### src/rtl/fetch_stage_pkg.sv
// Shared constants and types for the instruction-fetch stage.
package fetch_stage_pkg;

  localparam int XLEN = 32;

  localparam logic [XLEN-1:0] DEFAULT_RESET_PC = 32'h0000_0000;
  localparam logic [XLEN-1:0] DEFAULT_NOP_WORD = 32'h0000_0000;
  localparam logic [XLEN-1:0] PC_INC           = 32'd4;

  // Source selected for the next fetch PC.
  typedef enum logic [1:0] {
    NPC_SEQ    = 2'd0,
    NPC_BRANCH = 2'd1,
    NPC_JUMP   = 2'd2
  } npc_sel_e;

  // Instructions are word aligned; drop the byte offset of any target.
  function automatic logic [XLEN-1:0] align_word(input logic [XLEN-1:0] addr);
    return {addr[XLEN-1:2], 2'b00};
  endfunction

endpackage

### src/rtl/fetch_stage_if.sv
// IF->ID bundle: instruction RAM port, hazard controls, redirects and D-stage outputs.
interface fetch_stage_if;
  import fetch_stage_pkg::*;

  logic            inst_en;
  logic [XLEN-1:0] inst_addr;
  logic [XLEN-1:0] inst_rdata;
  logic            stallF;
  logic            stallD;
  logic            flushD;
  logic            pcsrcD;
  logic [XLEN-1:0] pcbranchD;
  logic            jumpD;
  logic [XLEN-1:0] pcjumpD;
  logic [XLEN-1:0] pcF;
  logic [XLEN-1:0] instrD;
  logic [XLEN-1:0] pcplus4D;
  logic            validD;

  // Fetch stage side.
  modport master (
    output inst_en, inst_addr, pcF, instrD, pcplus4D, validD,
    input  inst_rdata, stallF, stallD, flushD, pcsrcD, pcbranchD, jumpD, pcjumpD
  );

  // RAM / decode / hazard-unit side.
  modport slave (
    input  inst_en, inst_addr, pcF, instrD, pcplus4D, validD,
    output inst_rdata, stallF, stallD, flushD, pcsrcD, pcbranchD, jumpD, pcjumpD
  );

endinterface

### src/rtl/fetch_stage_pc_reg.sv
// Word-wide register with load enable and asynchronous reset to a fixed value.
module pc_reg
  import fetch_stage_pkg::*;
#(
  parameter logic [XLEN-1:0] RESET_VAL = '0
) (
  input  logic            clk,
  input  logic            rst,
  input  logic            en,
  input  logic [XLEN-1:0] d,
  output logic [XLEN-1:0] q
);

  // Load d on enabled edges; reset forces RESET_VAL immediately.
  always_ff @(posedge clk or posedge rst) begin
    if (rst) begin
      q <= RESET_VAL;
    end else if (en) begin
      q <= d;
    end
  end

endmodule

### src/rtl/fetch_stage.sv
// Instruction fetch: owns the PC, drives the synchronous instruction RAM,
// applies decode redirects and presents a stall-safe instrD/pcplus4D pair.
module fetch_stage
  import fetch_stage_pkg::*;
#(
  parameter logic [XLEN-1:0] RESET_PC = DEFAULT_RESET_PC,
  parameter logic [XLEN-1:0] NOP_WORD = DEFAULT_NOP_WORD
) (
  input  logic          clk,
  input  logic          rst,
  fetch_stage_if.master bus
);

  npc_sel_e        npc_sel;
  logic [XLEN-1:0] pc_cur;
  logic [XLEN-1:0] pc_target;
  logic [XLEN-1:0] pc_next;
  logic [XLEN-1:0] pcplus4_cur;
  logic [XLEN-1:0] pcplus4_next;
  logic [XLEN-1:0] instr_cur;
  logic [XLEN-1:0] hold_instr;
  logic            hold_vld;
  logic            valid_cur;
  logic            fetch_fire;

  // A fetch fires whenever the PC is allowed to advance and reset is released.
  assign fetch_fire = !rst && !bus.stallF;

  // Redirect priority: jump beats branch beats sequential.
  always_comb begin
    npc_sel = NPC_SEQ;
    if (bus.jumpD) begin
      npc_sel = NPC_JUMP;
    end else if (bus.pcsrcD) begin
      npc_sel = NPC_BRANCH;
    end
  end

  // Select the raw next PC for the chosen source.
  always_comb begin
    pc_target = pc_cur + PC_INC;
    case (npc_sel)
      NPC_JUMP:   pc_target = bus.pcjumpD;
      NPC_BRANCH: pc_target = bus.pcbranchD;
      default:    pc_target = pc_cur + PC_INC;
    endcase
  end

  assign pc_next      = align_word(pc_target);
  assign pcplus4_next = pc_cur + PC_INC;

  // Fetch PC: frozen while stallF, which also discards any redirect that cycle.
  pc_reg #(.RESET_VAL(RESET_PC)) u_pcf (
    .clk (clk),
    .rst (rst),
    .en  (!bus.stallF),
    .d   (pc_next),
    .q   (pc_cur)
  );

  // PC+4 of the word entering D; frozen with the rest of the D slot.
  pc_reg #(.RESET_VAL('0)) u_pcplus4d (
    .clk (clk),
    .rst (rst),
    .en  (!bus.stallD),
    .d   (pcplus4_next),
    .q   (pcplus4_cur)
  );

  // D-slot valid: follows the fetch fire of the cycle just ending; flush wins over stall.
  always_ff @(posedge clk or posedge rst) begin
    if (rst) begin
      valid_cur <= 1'b0;
    end else if (bus.flushD) begin
      valid_cur <= 1'b0;
    end else if (!bus.stallD) begin
      valid_cur <= fetch_fire;
    end
  end

  // Skid register: capture instrD on the first stalled edge because the RAM
  // output is not held while fetch is suppressed.
  always_ff @(posedge clk or posedge rst) begin
    if (rst) begin
      hold_vld   <= 1'b0;
      hold_instr <= NOP_WORD;
    end else if (bus.flushD || !bus.stallD) begin
      hold_vld   <= 1'b0;
    end else if (!hold_vld) begin
      hold_vld   <= 1'b1;
      hold_instr <= instr_cur;
    end
  end

  // Held word first, then live RAM data for a valid slot, otherwise a bubble.
  always_comb begin
    instr_cur = NOP_WORD;
    if (hold_vld) begin
      instr_cur = hold_instr;
    end else if (valid_cur) begin
      instr_cur = bus.inst_rdata;
    end
  end

  assign bus.inst_en   = fetch_fire;
  assign bus.inst_addr = pc_cur;
  assign bus.pcF       = pc_cur;
  assign bus.instrD    = instr_cur;
  assign bus.pcplus4D  = pcplus4_cur;
  assign bus.validD    = valid_cur;

endmodule

### src/flat_wrapper.sv
// flat-port wrapper written by rule: the top's interface ports become plain ports
module fetch_stage_flat import fetch_stage_pkg::*;
#(
  parameter logic [XLEN-1:0] RESET_PC = DEFAULT_RESET_PC,
  parameter logic [XLEN-1:0] NOP_WORD = DEFAULT_NOP_WORD
)
  (clk, rst, bus_inst_en, bus_inst_addr, bus_pcF, bus_instrD, bus_pcplus4D, bus_validD, bus_inst_rdata, bus_stallF, bus_stallD, bus_flushD, bus_pcsrcD, bus_pcbranchD, bus_jumpD, bus_pcjumpD);
  fetch_stage_if bus_i ();
  input  logic clk;
  input  logic rst;
  output wire logic [$bits(bus_i.inst_en)-1:0] bus_inst_en;
  output wire logic [$bits(bus_i.inst_addr)-1:0] bus_inst_addr;
  output wire logic [$bits(bus_i.pcF)-1:0] bus_pcF;
  output wire logic [$bits(bus_i.instrD)-1:0] bus_instrD;
  output wire logic [$bits(bus_i.pcplus4D)-1:0] bus_pcplus4D;
  output wire logic [$bits(bus_i.validD)-1:0] bus_validD;
  input wire logic [$bits(bus_i.inst_rdata)-1:0] bus_inst_rdata;
  input wire logic [$bits(bus_i.stallF)-1:0] bus_stallF;
  input wire logic [$bits(bus_i.stallD)-1:0] bus_stallD;
  input wire logic [$bits(bus_i.flushD)-1:0] bus_flushD;
  input wire logic [$bits(bus_i.pcsrcD)-1:0] bus_pcsrcD;
  input wire logic [$bits(bus_i.pcbranchD)-1:0] bus_pcbranchD;
  input wire logic [$bits(bus_i.jumpD)-1:0] bus_jumpD;
  input wire logic [$bits(bus_i.pcjumpD)-1:0] bus_pcjumpD;
  assign bus_inst_en = bus_i.inst_en;
  assign bus_inst_addr = bus_i.inst_addr;
  assign bus_pcF = bus_i.pcF;
  assign bus_instrD = bus_i.instrD;
  assign bus_pcplus4D = bus_i.pcplus4D;
  assign bus_validD = bus_i.validD;
  assign bus_i.inst_rdata = bus_inst_rdata;
  assign bus_i.stallF = bus_stallF;
  assign bus_i.stallD = bus_stallD;
  assign bus_i.flushD = bus_flushD;
  assign bus_i.pcsrcD = bus_pcsrcD;
  assign bus_i.pcbranchD = bus_pcbranchD;
  assign bus_i.jumpD = bus_jumpD;
  assign bus_i.pcjumpD = bus_pcjumpD;
  fetch_stage #(.RESET_PC(RESET_PC), .NOP_WORD(NOP_WORD)) u_core (.clk(clk), .rst(rst), .bus(bus_i));
endmodule
### config.mk
export PLATFORM = sky130hd
export DESIGN_NAME = fetch_stage_flat
export DESIGN_NICKNAME = d
export VERILOG_FILES = /design/src/rtl/fetch_stage_pkg.sv /design/src/rtl/fetch_stage_if.sv /design/src/rtl/fetch_stage_pc_reg.sv /design/src/rtl/fetch_stage.sv /design/src/flat_wrapper.sv
export SDC_FILE = /design/constraint.sdc
export NUM_CORES = 1
export LEC_CHECK = 0
export CAP_MARGIN = 25
export CELL_PAD_IN_SITES_DETAIL_PLACEMENT = 0
export CELL_PAD_IN_SITES_GLOBAL_PLACEMENT = 1
export CORE_AREA = 3 3 141 143
export CTS_CLUSTER_SIZE = 40
export DETAILED_ROUTE_END_ITERATION = 8
export DIE_AREA = 0 0 144 146
export PLACE_DENSITY = 0.83
export SLEW_MARGIN = 20
export SYNTH_ARGS = -nofsm -noshare
export SYNTH_HDL_FRONTEND = slang
export SYNTH_SLANG_ARGS = --single-unit
### constraint.sdc
create_clock -name clk -period 4.1 [get_ports clk]
set_input_delay 0.615 -clock clk [delete_from_list [all_inputs] [get_ports clk]]
set_output_delay 0.615 -clock clk [all_outputs]
set_load 0.02 [all_outputs]
# Word-level counts from Yosys, hierarchy flattened
# Cells that the tools add are included.
dict set report word_totals {
  register_bits 96
  inputBits 103
  out_inout_bits 130
  wordCells 25
}
dict set report classes {
  n_addsub 1
  n_eq_ne 3
  muxes 8
  bitwise 2
  n_reduce_logical 6
}
# operator count
set op_table {}
lappend op_table {{2-to-1 mux 32 bit} 2}
lappend op_table {{one-hot mux 32 bit (2 select lines)} 1}
lappend op_table {{adder 32 x 3 -> 32 bit (second input constant)} 1}
lappend op_table {{2-to-1 mux 1 bit} 4}
lappend op_table {{zero test 1 bit} 3}
lappend op_table {{equality test 2 x 1 -> 1 bit (second input constant)} 1}
lappend op_table {{equality test 2 bit (second input constant)} 1}
lappend op_table {{2-to-1 mux 2 bit} 1}
lappend op_table {{!= test 2 x 1 -> 1 bit (second input constant)} 1}
lappend op_table {{NOT 1 bit} 2}
lappend op_table {{AND reduction 2 bit} 1}
lappend op_table {{logical AND 1 bit} 1}
lappend op_table {{logical OR 1 bit} 1}

# Longest topological paths before layout
# Gate-level depths: netlist (run 1).
dict set report depth {
  depth_word 4
  depth_mapped 6
  depth_no_buf 5
}

# Modules after synthesis
# Synthesis (run 1) repeated with hierarchy kept, for this count alone.
dict set report unflattened {
  cells_unflattened 531
  area_unflattened_um2 5731.7
}
# module n_inst cells_each area_per_inst_um2 seq_area_each_um2
set modules_own_cells {}
lappend modules_own_cells {fetch_stage 1 393 3034.2 850.8}
lappend modules_own_cells {pc_reg 2 69 1348.8 800.8}

# Least setup slack after synthesis (run 1)
# OpenSTA, ideal clock, no wires.
dict set report synth_path {
  path_type {reg2reg}
  start {reg u_core.u_pcf.q[2]}
  end {reg u_core.u_pcplus4d.q[30]}
  arrival_ns 2.114
  path_slack_ns 1.904
  path_stages_with_launch 6
  path_buffers 0
  cell_sequence {dfrtp_1 -> ha_1 -> nand3_2 -> or4_4 -> or4_1 -> a31oi_1}
}
dict set report synth_between {
  elab_chain_cells 1
}
# item line_no
set synth_rtl {}
lappend synth_rtl {{from (decl)} fetch_stage_pc_reg.sv:11} ;# output logic [XLEN-1:0] q
lappend synth_rtl {{from (signal assigned)} fetch_stage_pc_reg.sv:17} ;# q <= RESET_VAL;
lappend synth_rtl {{from (signal assigned)} fetch_stage_pc_reg.sv:19} ;# q <= d;
lappend synth_rtl {{adder 32 x 3 -> 32 bit} -}
lappend synth_rtl {{to (signal assigned)} fetch_stage_pc_reg.sv:17}
lappend synth_rtl {{to (signal assigned)} fetch_stage_pc_reg.sv:19}
lappend synth_rtl {{to (decl)} fetch_stage_pc_reg.sv:11}
# Every way passes these cells.
# A chain may end at the register's enable or synchronous reset.

# Worst setup path after layout (run 1)
dict set report layout_path {
  start {reg u_core.hold_vld}
  end {out bus_instrD[10]}
}
dict set report layout_between {
  elab_chain_cells 1
}
# item line_no
set layout_rtl {}
lappend layout_rtl {{from (decl)} fetch_stage.sv:22} ;# logic hold_vld;
lappend layout_rtl {{from (signal assigned)} fetch_stage.sv:85} ;# hold_vld <= 1'b0;
lappend layout_rtl {{from (signal assigned)} fetch_stage.sv:88} ;# hold_vld <= 1'b0;
lappend layout_rtl {{from (signal assigned)} fetch_stage.sv:90} ;# hold_vld <= 1'b1;
lappend layout_rtl {{2-to-1 mux 32 bit} fetch_stage.sv:98} ;# if (hold_vld) begin
lappend layout_rtl {{to (decl)} flat_wrapper.sv:14} ;# output wire logic [$bits(bus_i.instrD)-1:0] bus_instrD;
# Every way passes these cells.

==> results.md, run 1 <==
* Post-CTS Setup Inserts at 0
* GP Congestion at approximately 0.8
* Drc violations at 0
* Worst Setup End Kind: output pin
* Most common cell on crit path: nand2_1
* Net Sw Frac at approximately 33%
* Slew Limit Fails at 0
* CP Data Arrival Time at between 2 and 2.5 ns
* I/O pins at 233
* Gr usage total at a little under a fifth
* Area of the multi-input gates at about 2800 µm²
* Worst-margin pin slew at slightly above 0.7 ns
* Ys async rst share at between 90% and 100%
* Die Y at around 150 µm
* Yosys warns at 0
* Area occupied by registers at about 2400 µm²
* Diodes inserted at 0
* EDFF count, synth at 0
* Pwr Total at 2990 µW
* Post-route cell area at slightly above 8000 µm²
* Nets at ~970
* Gate Count Post-Synth at 711
* Setup tns final at 0 ns
* Routed len/inst at about 18 µm
* Clk network pwr share at 31.9%
* Initial antenna violation count at 0
* Core area at around 19000 µm²
* Worst vdd ir at between 0.00015 and 0.0002 V
* Crit-path slowest cell: clkdlybuf4s50_1
* Clock edge transition at the registers on the reported setup and hold paths at 0.07 ns
* First-pass GRT wire length at about 30 mm
* Max Freq at around 0.34 GHz
* CTS Hold Buffers Added at 0
* Grt total ovfl at 0
* Final HPWL DP at between 10 and 15 mm
* Area of the die at 21000 µm²
* Root Driver: clkbuf_16
* Layout Utilization at 43.8%
* Post-synthesis cell type count at 61
* Largest net degree at the start of global routing at slightly above 50
* Crit start category: flip-flop
* Routed vias/inst at slightly above 5
* Worst-path cell chain: nor2b_2, buf_4, nand2_1, nand2_1, clkdlybuf4s50_1
* Synth Register Bits at 94
* Comb power frac at 28.7%
* Port bufs at approximately 220
* Post-route insts no fill at approximately 1.1k
* Fillers at between 1.5k and 2k
* Initial core utilization at 30.8%
* Maximum fanout along the worst path at 32
* Vias post-DR at approximately 5.6k
* DRC marker count from the first detailed-route iteration at around 400
* Power Dens Cells at around 370 nW/µm²
* Inst Count DP at 1084
* Clk_skew at ~0.0083 ns
* Final setup vio count at 0
* Row cnt at 50
* Relative slew slack at roughly 52%
* Max_cap viols at 0
* Number of global-route vias before repair at ~5.5k
* CTS tree: built
* Sequential share of power at between 30% and 40%
* Status: complete, no violations
* Post-route ant nets at 0
* Post-DP Area at 7850 µm²
* Minimum clock period at roughly 2.9 ns
* Die W at between 100 and 150 µm
* Layout cell share with drive strength beyond 1 at roughly 5.3%
* CTS max path bufs at 2
* Final wirelength at 19.4 mm
* Sequential-to-total area share from yosys stat at between 40% and 50%
* H-tree levels at 3
* Area growth from synthesis to layout at 41.9%
* Fin. Hold Viols at 0
* Num CTS Buffers at 9
* Fin crit share at between 70% and 80%
* Static leakage at ~0.0033 µW
* PostCTS Resize Cnt at 0
* Ys flop type: dfrtp_1
* Min-delay worst type: reg2reg
* Max incr delay on CP at roughly 0.61 ns
* TritonCTS Sinks at 94
* DR pass1 iterations at 5
* Switch Pwr at between 900 and 1000 µW
* Unrepaired setup endpoints after global routing: false
* Crit path required time at 3.48 ns
* Internal at roughly 2000 µW
* Synth Cell Area at between 5000 and 6000 µm²
* Critical path type: reg2out
* Synth Area per Inst at 8.12 µm²
* Clock Latency Late Sink at between 0.3 and 0.4 ns
==> final cells by class <==
cell class                 count  area share, %
sequential                    94           28.7
inverter                      15          0.718
clock inverter                 5          0.993
multi-input combinational    508           34.7
tap                          234           3.58
timing repair buffer         233           28.2
clock buffer                  11           3.09
==> Yosys cell counts, drive strengths merged (7+ instances only) <==
master,number,share of area (%)
a22oi,13,1.7
clkbuf,44,2.9
nor2,37,2.4
a21oi,15,1.3
nor3,18,1.6
inv,15,0.98
o21ai,76,6.6
xnor2,10,1.5
nor4,7,0.87
buf,55,6.6
nand3,14,1.8
a222oi,7,1.2
dfrtp,94,41
nand2,165,11
o31ai,11,1.4
or4,8,1.2
nand4,15,1.7
a31oi,12,1.3
==> critical path: cells and delay by family, from the launching register on <==
kind | cells | cell delay (ns)
simple gates | 3 | 0.39
buf+inv | 2 | 0.95
flops | 1 | 0.60
==> final timing paths <==
kind                                  startpoint                       to  slack [ns]  cells after the start
setup / recovery                 u_core.hold_vld           bus_instrD[10]        1.17                      5
hold / removal             u_core.hold_instr[10]    u_core.hold_instr[10]        0.48                      2
setup reg to reg               u_core.u_pcf.q[2]  u_core.u_pcplus4d.q[22]        1.65                      5
hold reg to reg            u_core.hold_instr[10]    u_core.hold_instr[10]        0.48                      2
max in group asynchronous                    rst    u_core.hold_instr[16]        2.66                      3
min in group asynchronous                    rst  u_core.u_pcplus4d.q[19]        0.75                      2
==> power by group through the flow <==
stage | Combinational [µW] | Sequential [µW] | Clock (µW)
after floorplan | 435 | 1220 | 0
after global placement | 866 | 1190 | 0
after detailed placement | 871 | 1200 | 0
after CTS | 874 | 1180 | 980
after global routing | 929 | 1200 | 1010
final | 861 | 1180 | 955
==> through the flow <==
stage / setup slack, ns / hold WS [ns]
floorplan: 1.04 / 0.450
global placement: 1.35 / 0.463
detailed placement: 1.31 / 0.470
CTS: 1.14 / 0.486
global route: 1.03 / 0.510
finish: 1.17 / 0.480
==> cell usage in the layout, fill, tap and decap left out, types with 6 or more instances in the layout <==
cell type	n
o31ai_1	11
nand4_1	14
buf_4	10
a222oi_1	7
a22oi_1	13
nand2_1	165
o211ai_1	6
xnor2_1	10
nand3_1	10
and4_1	6
nor4_1	6
nor3_1	18
or4_1	6
inv_1	14
clkbuf_16	9
nor2_1	37
dfrtp_1	94
a21oi_1	15
o21ai_0	76
conb_1	6
and3_1	6
clkdlybuf4s50_1	220
a22o_1	6
a31oi_1	12
==> cell families (layout without fill, tap and decap cells) <==
family,Yosys count,after routing,share of synthesized area [%]
xor+xnor,13,13,1.97
compound gates,186,186,21.4
simple gates,298,298,24.3
buf+inv,114,264,10.5
mux,4,4,0.759
flops,94,94,40.8
fa+ha+maj,1,1,0.217
other cells,1,6,0.0650
==> registers in the layout, indices dropped and copies added, names as in the netlist <==
signal	cells
u_core.hold_instr	32
u_core.u_pcf.q	30
u_core.u_pcplus4d.q	30
u_core.bus.validD	1
u_core.hold_vld	1
==> per-layer routing <==
| layer | track usage, % | share of wire [%] | vias up |
|---|---|---|---|
| met3 | 4.67 | 7.8 | 15 |
| met1 | 24.5 | 44 | 2629 |
| met2 | 28.7 | 47 | 228 |
| li1 | - | - | 2775 |
| met4 | 4.47 | 1.5 | 0 |
| met5 | 0 | 0 | - |
No activity file was read; power rests on OpenSTA's default activity.
==> run 2: changes to the inputs <==
clock period = 2.8 ns   (was 4.1 ns; I/O delays follow)
==> results.md, run 2 (synthesized netlist as in run 1, its figures left out) <==
* Status: complete, no violations (unchanged)
* Maximum fanout along the worst path at 21 (was 32)
* Comb power frac at 30.6% (was 28.7%)
* Largest regs: u_core.hold_instr: 32 flops, u_core.u_pcf.q: 30 flops, u_core.u_pcplus4d.q: 30 flops (unchanged)
* Unrepaired setup endpoints after global routing: false (unchanged)
* Setup tns final at 0 ns (unchanged)
* CTS Hold Buffers Added at 0 (unchanged)
* Reg-to-reg slack, setup at 0.46 ns (was 1.65 ns)
* Number of global-route vias before repair at 5539 (was 5495)
* R2R cell count at 5 (unchanged)
* Layout cell share with drive strength beyond 1 at 7.45% (was 5.31%)
* Hold Crit Endpoint: u_core.hold_instr[6] (was u_core.hold_instr[10])
* Reg-to-reg startpoint: u_core.u_pcf.q[3] (was u_core.u_pcf.q[2])
* Fin crit share at ~85%
* Crit start category: flip-flop (unchanged)
* Num CTS Buffers at 9 (unchanged)
* Detailed-routed wire length on met3 at 1.37 mm (was 1.51 mm)
* Worst-margin pin slew at 0.671 ns (was 0.710 ns)
* Static leakage at 0.00341 µW (was 0.00332 µW)
* Nets at 985 (was 965)
* DRC marker count from the first detailed-route iteration at 392 (was 403)
* Post-route ant nets at 0 (unchanged)
* Row cnt at 50 (unchanged)
* Core area at 18700 µm² (unchanged)
* Most frequent cells in the layout: clkdlybuf4s50_1, nand2_1, dfrtp_1, o21ai_0, nor2_1 (unchanged)
* Area of the multi-input gates at 2840 µm² (unchanged)
* Clock Latency Late Sink at 0.35 ns (about the same)
* Routed vias/inst at 5.11 (was 5.13)
* Final wirelength at 19.8 mm (was 19.4 mm)
* Crit path required time at 2.38 ns (was 3.48 ns)
* Uppermost layer routed: met4 (unchanged)
* WHS Path Cells at 2 (unchanged)
* Crit path buf inv count at 2 (unchanged)
* First-pass GRT wire length at 31.1 mm (was 30.3 mm)
* Internal at 2960 µW (was 2020 µW)
* Post-DP Area at 8020 µm² (was 7850 µm²)
* Relative slew slack at 55.2% (was 52.3%)
* Post-route insts no fill at 1120 (was 1100)
* Worst Setup End Kind: output pin (unchanged)
* Max Freq at approximately 0.42 GHz
* Grt total ovfl at 0 (unchanged)
* Root Driver: clkbuf_16 (unchanged)
* Power Dens Cells at 526 nW/µm² (was 366 nW/µm²)
* Max_cap viols at 0 (unchanged)
* H-tree levels at 3 (unchanged)
* Wire length on met2 at 9.22 mm (was 9.07 mm)
* DR pass1 iterations at 8 (was 5)
* Drc violations at 0 (unchanged)
* Routed len/inst at 17.7 µm (about the same)
* Worst setup path startpoint: u_core.bus.validD (was u_core.hold_vld)
* Diodes inserted at 0 (unchanged)
* Worst vdd ir at 0.000345 V (was 0.000191 V)
* Area growth from synthesis to layout at 44.5% (was 41.9%)
* Layout Utilization at 44.6% (was 43.8%)
* Port bufs at 222 (unchanged)
* Clk network pwr share at 30.9% (was 31.9%)
* Die W at 144 µm (unchanged)
* Most common cell after layout, fill and taps aside: clkdlybuf4s50_1 (unchanged)
* CTS max path bufs at 2 (unchanged)
* Inst Count DP at 1104 (was 1084)
* Area of the die at 21000 µm² (unchanged)
* Fin. Hold Viols at 0 (unchanged)
* Clock edge transition at the registers on the reported setup and hold paths at 0.07 ns (about the same)
* Max reg flops at 32 (unchanged)
* CP Data Arrival Time at 1.96 ns (was 2.31 ns)
* Max incr delay on CP at 0.61 ns (about the same)
* I/O pins at 233 (unchanged)
* Hold Startpoint: u_core.hold_instr[6] (was u_core.hold_instr[10])
* Initial core utilization at 30.8% (unchanged)
* Slew Limit Fails at 0 (unchanged)
* Minimum clock period at 2.38 ns
* Area occupied by registers at 2350 µm² (unchanged)
* CP top delay family: buffers and inverters (unchanged)
* Vias post-DR at 5728 (was 5647)
* Largest Register: u_core.hold_instr (unchanged)
* Clk_skew at 0.00803 ns (was 0.00834 ns)
* Net Sw Frac at 32.6% (about the same)
* Final HPWL DP at 14.5 mm (was 13.8 mm)
* Critical path type: reg2out (unchanged)
* Die Y at 146 µm (unchanged)
* Critical register-to-register path endpoint: u_core.u_pcplus4d.q[22] (unchanged)
* Sequential share of power at 38.5% (was 39.4%)
* GP Congestion at 0.824 (was 0.801)
* Post-route cell area at 8340 µm² (was 8190 µm²)
* Initial antenna violation count at 0 (unchanged)
* CTS tree: built (unchanged)
* Post-CTS Setup Inserts at 0 (unchanged)
* Min-delay worst type: reg2reg (unchanged)
* Crit-path slowest cell: clkdlybuf4s50_1 (unchanged)
* M1 WL at 9.02 mm (was 8.56 mm)
* Gr usage total at 18.6% (was 18.1%)
* TritonCTS Sinks at 94 (unchanged)
* Largest net degree at the start of global routing at 42 (was 51)
* Most common cell on crit path: nand2_1 (unchanged)
* Worst-path cell chain: nor2b_2, buf_4, nand2_1, nand2_1, clkdlybuf4s50_1 (unchanged)
* Fillers at 1881 (was 1878)
* Final setup vio count at 0 (unchanged)
* Pwr Total at 4390 µW (was 2990 µW)
* PostCTS Resize Cnt at 0 (unchanged)
* Switch Pwr at 1430 µW (was 976 µW)
-- run 2: changes by cell type in the layout (fill, tap and decap cells not counted) --
cell and change:
buf_4 +19, clkinvlp_4 +2, buf_12 +1, clkbuf_8 -1
clkinv_2 +1, clkinv_4 -1, inv_4 -1
-- run 2: layout make-up --
class | instances | area share, %
Tap cell | 234 | 3.51
Multi-Input combinational cell | 508 | 34.1
Sequential cell | 94 | 28.2
Inverter | 15 | 0.720
Clock inverter | 6 | 1.02
Timing Repair Buffer | 253 | 29.6
Clock buffer | 10 | 2.87
-- run 2: metrics by stage --
stage                     setup WS [ns]  hold WS (ns)
after floorplan                   0.604         0.450
after global placement            0.492         0.463
after detailed placement          0.466         0.470
after CTS                         0.371         0.486
after global routing              0.271         0.511
final                             0.419         0.478
-- run 2: worst min-delay path, stage by stage, from the launching register on --
cell	delay, ns
dfrtp_1	0.34
nand2_1	0.04
o21ai_0	0.06
-- run 2: how the worst max path moves through the flow --
stage	to	slack (ns)	cells after the start
2_1_floorplan	u_core.u_pcplus4d.q[30]	0.60	5
3_3_place_gp	u_core.u_pcplus4d.q[22]	0.49	5
3_5_place_dp	u_core.u_pcplus4d.q[22]	0.47	5
4_1_cts	bus_instrD[7]	0.37	5
5_1_grt	bus_instrD[12]	0.27	5
6_report	bus_instrD[7]	0.42	5
-- run 2: power groups by stage --
stage / sequential (µW) / clock, µW / combinational [µW]
floorplan: 1790 / 0 / 638
global placement: 1710 / 0 / 1350
detailed placement: 1720 / 0 / 1360
CTS: 1690 / 1400 / 1360
global route: 1720 / 1450 / 1450
finish: 1690 / 1350 / 1340
-- run 2: layer usage --
metal	up-vias	global-route usage (%)
met5	-	0
met4	0	4.47
met3	16	3.81
met2	210	30.2
met1	2677	25.3
li1	2825	-
==> run 3: changes to the inputs <==
RECOVER_POWER = 100   (was unset)
==> results.md, run 3 (synthesized netlist as in run 1, its figures left out) <==
* Post-route ant nets at 0 (unchanged)
* Num CTS Buffers at 9 (unchanged)
* CTS tree: built (unchanged)
* CP Data Arrival Time at 2.71 ns (was 1.96 ns)
* Worst-path cell chain: dlygate4sd3_1, clkbuf_1, nor2b_2, buf_4, a22oi_1, o21ai_0, a311o_1 (was nor2b_2, buf_4, nand2_1, nand2_1, clkdlybuf4s50_1)
* Maximum fanout along the worst path at 20 (was 21)
* Largest Register: u_core.hold_instr (unchanged)
* M1 WL at 8.92 mm (was 9.02 mm)
* I/O pins at 233 (unchanged)
* Max reg flops at 32 (unchanged)
* Final HPWL DP at 14.5 mm (unchanged)
* Layout cell share with drive strength beyond 1 at 6.32% (was 7.45%)
* Fin. Hold Viols at 0 (unchanged)
* Status: complete, no violations (unchanged)
* H-tree levels at 3 (unchanged)
* Final setup vio count at 0 (unchanged)
* Die W at 144 µm (unchanged)
* Clock edge transition at the registers on the reported setup and hold paths at 0.07 ns (about the same)
* Detailed-routed wire length on met3 at 1.35 mm (was 1.37 mm)
* Final worst slack at 0.327 ns (was 0.419 ns)
* Clk_skew at 0.00794 ns (was 0.00803 ns)
* First-pass GRT wire length at 31.1 mm (unchanged)
* Max Freq at 0.404 GHz (was 0.420 GHz)
* Largest net degree at the start of global routing at 42 (unchanged)
* Wire length on met2 at 9.36 mm (was 9.22 mm)
* Slew Limit Fails at 0 (unchanged)
* Area growth from synthesis to layout at 43.3% (was 44.5%)
* Port bufs at 222 (unchanged)
* Min-delay worst type: reg2reg (unchanged)
* Root Driver: clkbuf_16 (unchanged)
* Static leakage at 0.00356 µW (was 0.00341 µW)
* Max incr delay on CP at 0.72 ns (was 0.61 ns)
* Worst-margin pin slew at 1.22 ns (was 0.671 ns)
* Most frequent cells in the layout: nand2_1, dlygate4sd3_1, clkdlybuf4s50_1, dfrtp_1, o21ai_0 (was clkdlybuf4s50_1, nand2_1, dfrtp_1, o21ai_0, nor2_1)
* DR pass1 iterations at 5 (was 8)
* Number of global-route vias before repair at 5539 (unchanged)
* Area of the die at 21000 µm² (unchanged)
* Final wirelength at 19.9 mm (was 19.8 mm)
* Post-DP Area at 8020 µm² (unchanged)
* Initial core utilization at 30.8% (unchanged)
* CP top delay family: buffers and inverters (unchanged)
* PostCTS Resize Cnt at 0 (unchanged)
* Core area at 18700 µm² (unchanged)
* TritonCTS Sinks at 94 (unchanged)
* Worst vdd ir at 0.000344 V (was 0.000345 V)
* Critical path type: in2reg (was reg2out)
* Crit start category: primary input (was flip-flop)
* Largest regs: u_core.hold_instr: 32 flops, u_core.u_pcf.q: 30 flops, u_core.u_pcplus4d.q: 30 flops (unchanged)
* CTS max path bufs at 2 (unchanged)
* Uppermost layer routed: met4 (unchanged)
* Row cnt at 50 (unchanged)
* Initial antenna violation count at 0 (unchanged)
* Relative slew slack at 18.5% (was 55.2%)
* Drc violations at 0 (unchanged)
* Fin crit share at 88.3% (was 85.0%)
* Most common cell after layout, fill and taps aside: nand2_1 (was clkdlybuf4s50_1)
* Vias post-DR at 5747 (was 5728)
* Crit path buf inv count at 3 (was 2)
* Die Y at 146 µm (unchanged)
* Setup tns final at 0 ns (unchanged)
* Crit path required time at 3.03 ns (was 2.38 ns)
* Post-Place Setup Slack at 0.466 ns (unchanged)
* Post-route cell area at 8270 µm² (was 8340 µm²)
* Gr usage total at 18.6% (unchanged)
* Nets at 985 (unchanged)
* DRC marker count from the first detailed-route iteration at 353 (was 392)
* Routed vias/inst at 5.13 (was 5.11)
* GP Congestion at 0.824 (unchanged)
* Worst Setup End Kind: flip-flop (was output pin)
* Diodes inserted at 0 (unchanged)
* Routed len/inst at 17.7 µm (about the same)
* Crit-path slowest cell: clkbuf_1 (was clkdlybuf4s50_1)
* Post-CTS Setup Inserts at 0 (unchanged)
* Grt total ovfl at 0 (unchanged)
* Clock Latency Late Sink at 0.35 ns (about the same)
* Power Dens Cells at 520 nW/µm² (was 526 nW/µm²)
* Unrepaired setup endpoints after global routing: false (unchanged)
* Minimum clock period at 2.47 ns (was 2.38 ns)
* Max_cap viols at 0 (unchanged)
* Layout Utilization at 44.2% (was 44.6%)
* Pwr Total at 4300 µW (was 4390 µW)
* CTS Hold Buffers Added at 0 (unchanged)
run 3: layout make-up:
class | instances | area [µm²]
tap | 234 | 293
sequential | 94 | 2350
fill | 1896 | 10400
clock buffer | 10 | 239
clock inverter | 6 | 85.1
multi-input combinational | 508 | 2830
timing repair buffer | 253 | 2410
inverter | 15 | 57.6
run 3: final timing paths:
kind	from	end	slack, ns	cells past startpoint
hold / removal	u_core.hold_instr[6]	u_core.hold_instr[6]	0.48	2
setup / recovery	bus_jumpD	u_core.u_pcf.q[17]	0.33	7
setup reg to reg	u_core.u_pcf.q[3]	u_core.u_pcplus4d.q[22]	0.38	5
hold reg to reg	u_core.hold_instr[6]	u_core.hold_instr[6]	0.48	2
max in group asynchronous	rst	u_core.hold_instr[3]	0.56	3
min in group asynchronous	rst	u_core.u_pcplus4d.q[31]	0.72	2
run 3: per-stage QoR:
step | hold slack, ns | cells
finish | 0.478 | 1120
global route | 0.511 | 1120
CTS | 0.486 | 1120
detailed placement | 0.470 | 1104
global placement | 0.463 | 1104
floorplan | 0.450 | 716
run 3: report_power, final:
part | internal [µW] | switching (µW) | leakage (µW) | total [µW]
Combinational | 572 | 687 | 0.00221 | 1260
Clock | 804 | 549 | 0.000154 | 1350
Sequential | 1500 | 185 | 0.00120 | 1680
Total | 2880 | 1420 | 0.00356 | 4300
run 3: worst min-delay path, stage by stage, from the launching register on:
cell	delay, ns
dfrtp_1	0.34
nand2_1	0.04
o21ai_0	0.06
run 3: metal layers:
layer	track usage [%]	up-vias
li1	-	2837
met1	25.3	2684
met3	3.81	14
met4	4.47	0
met2	30.2	212
met5	0	-
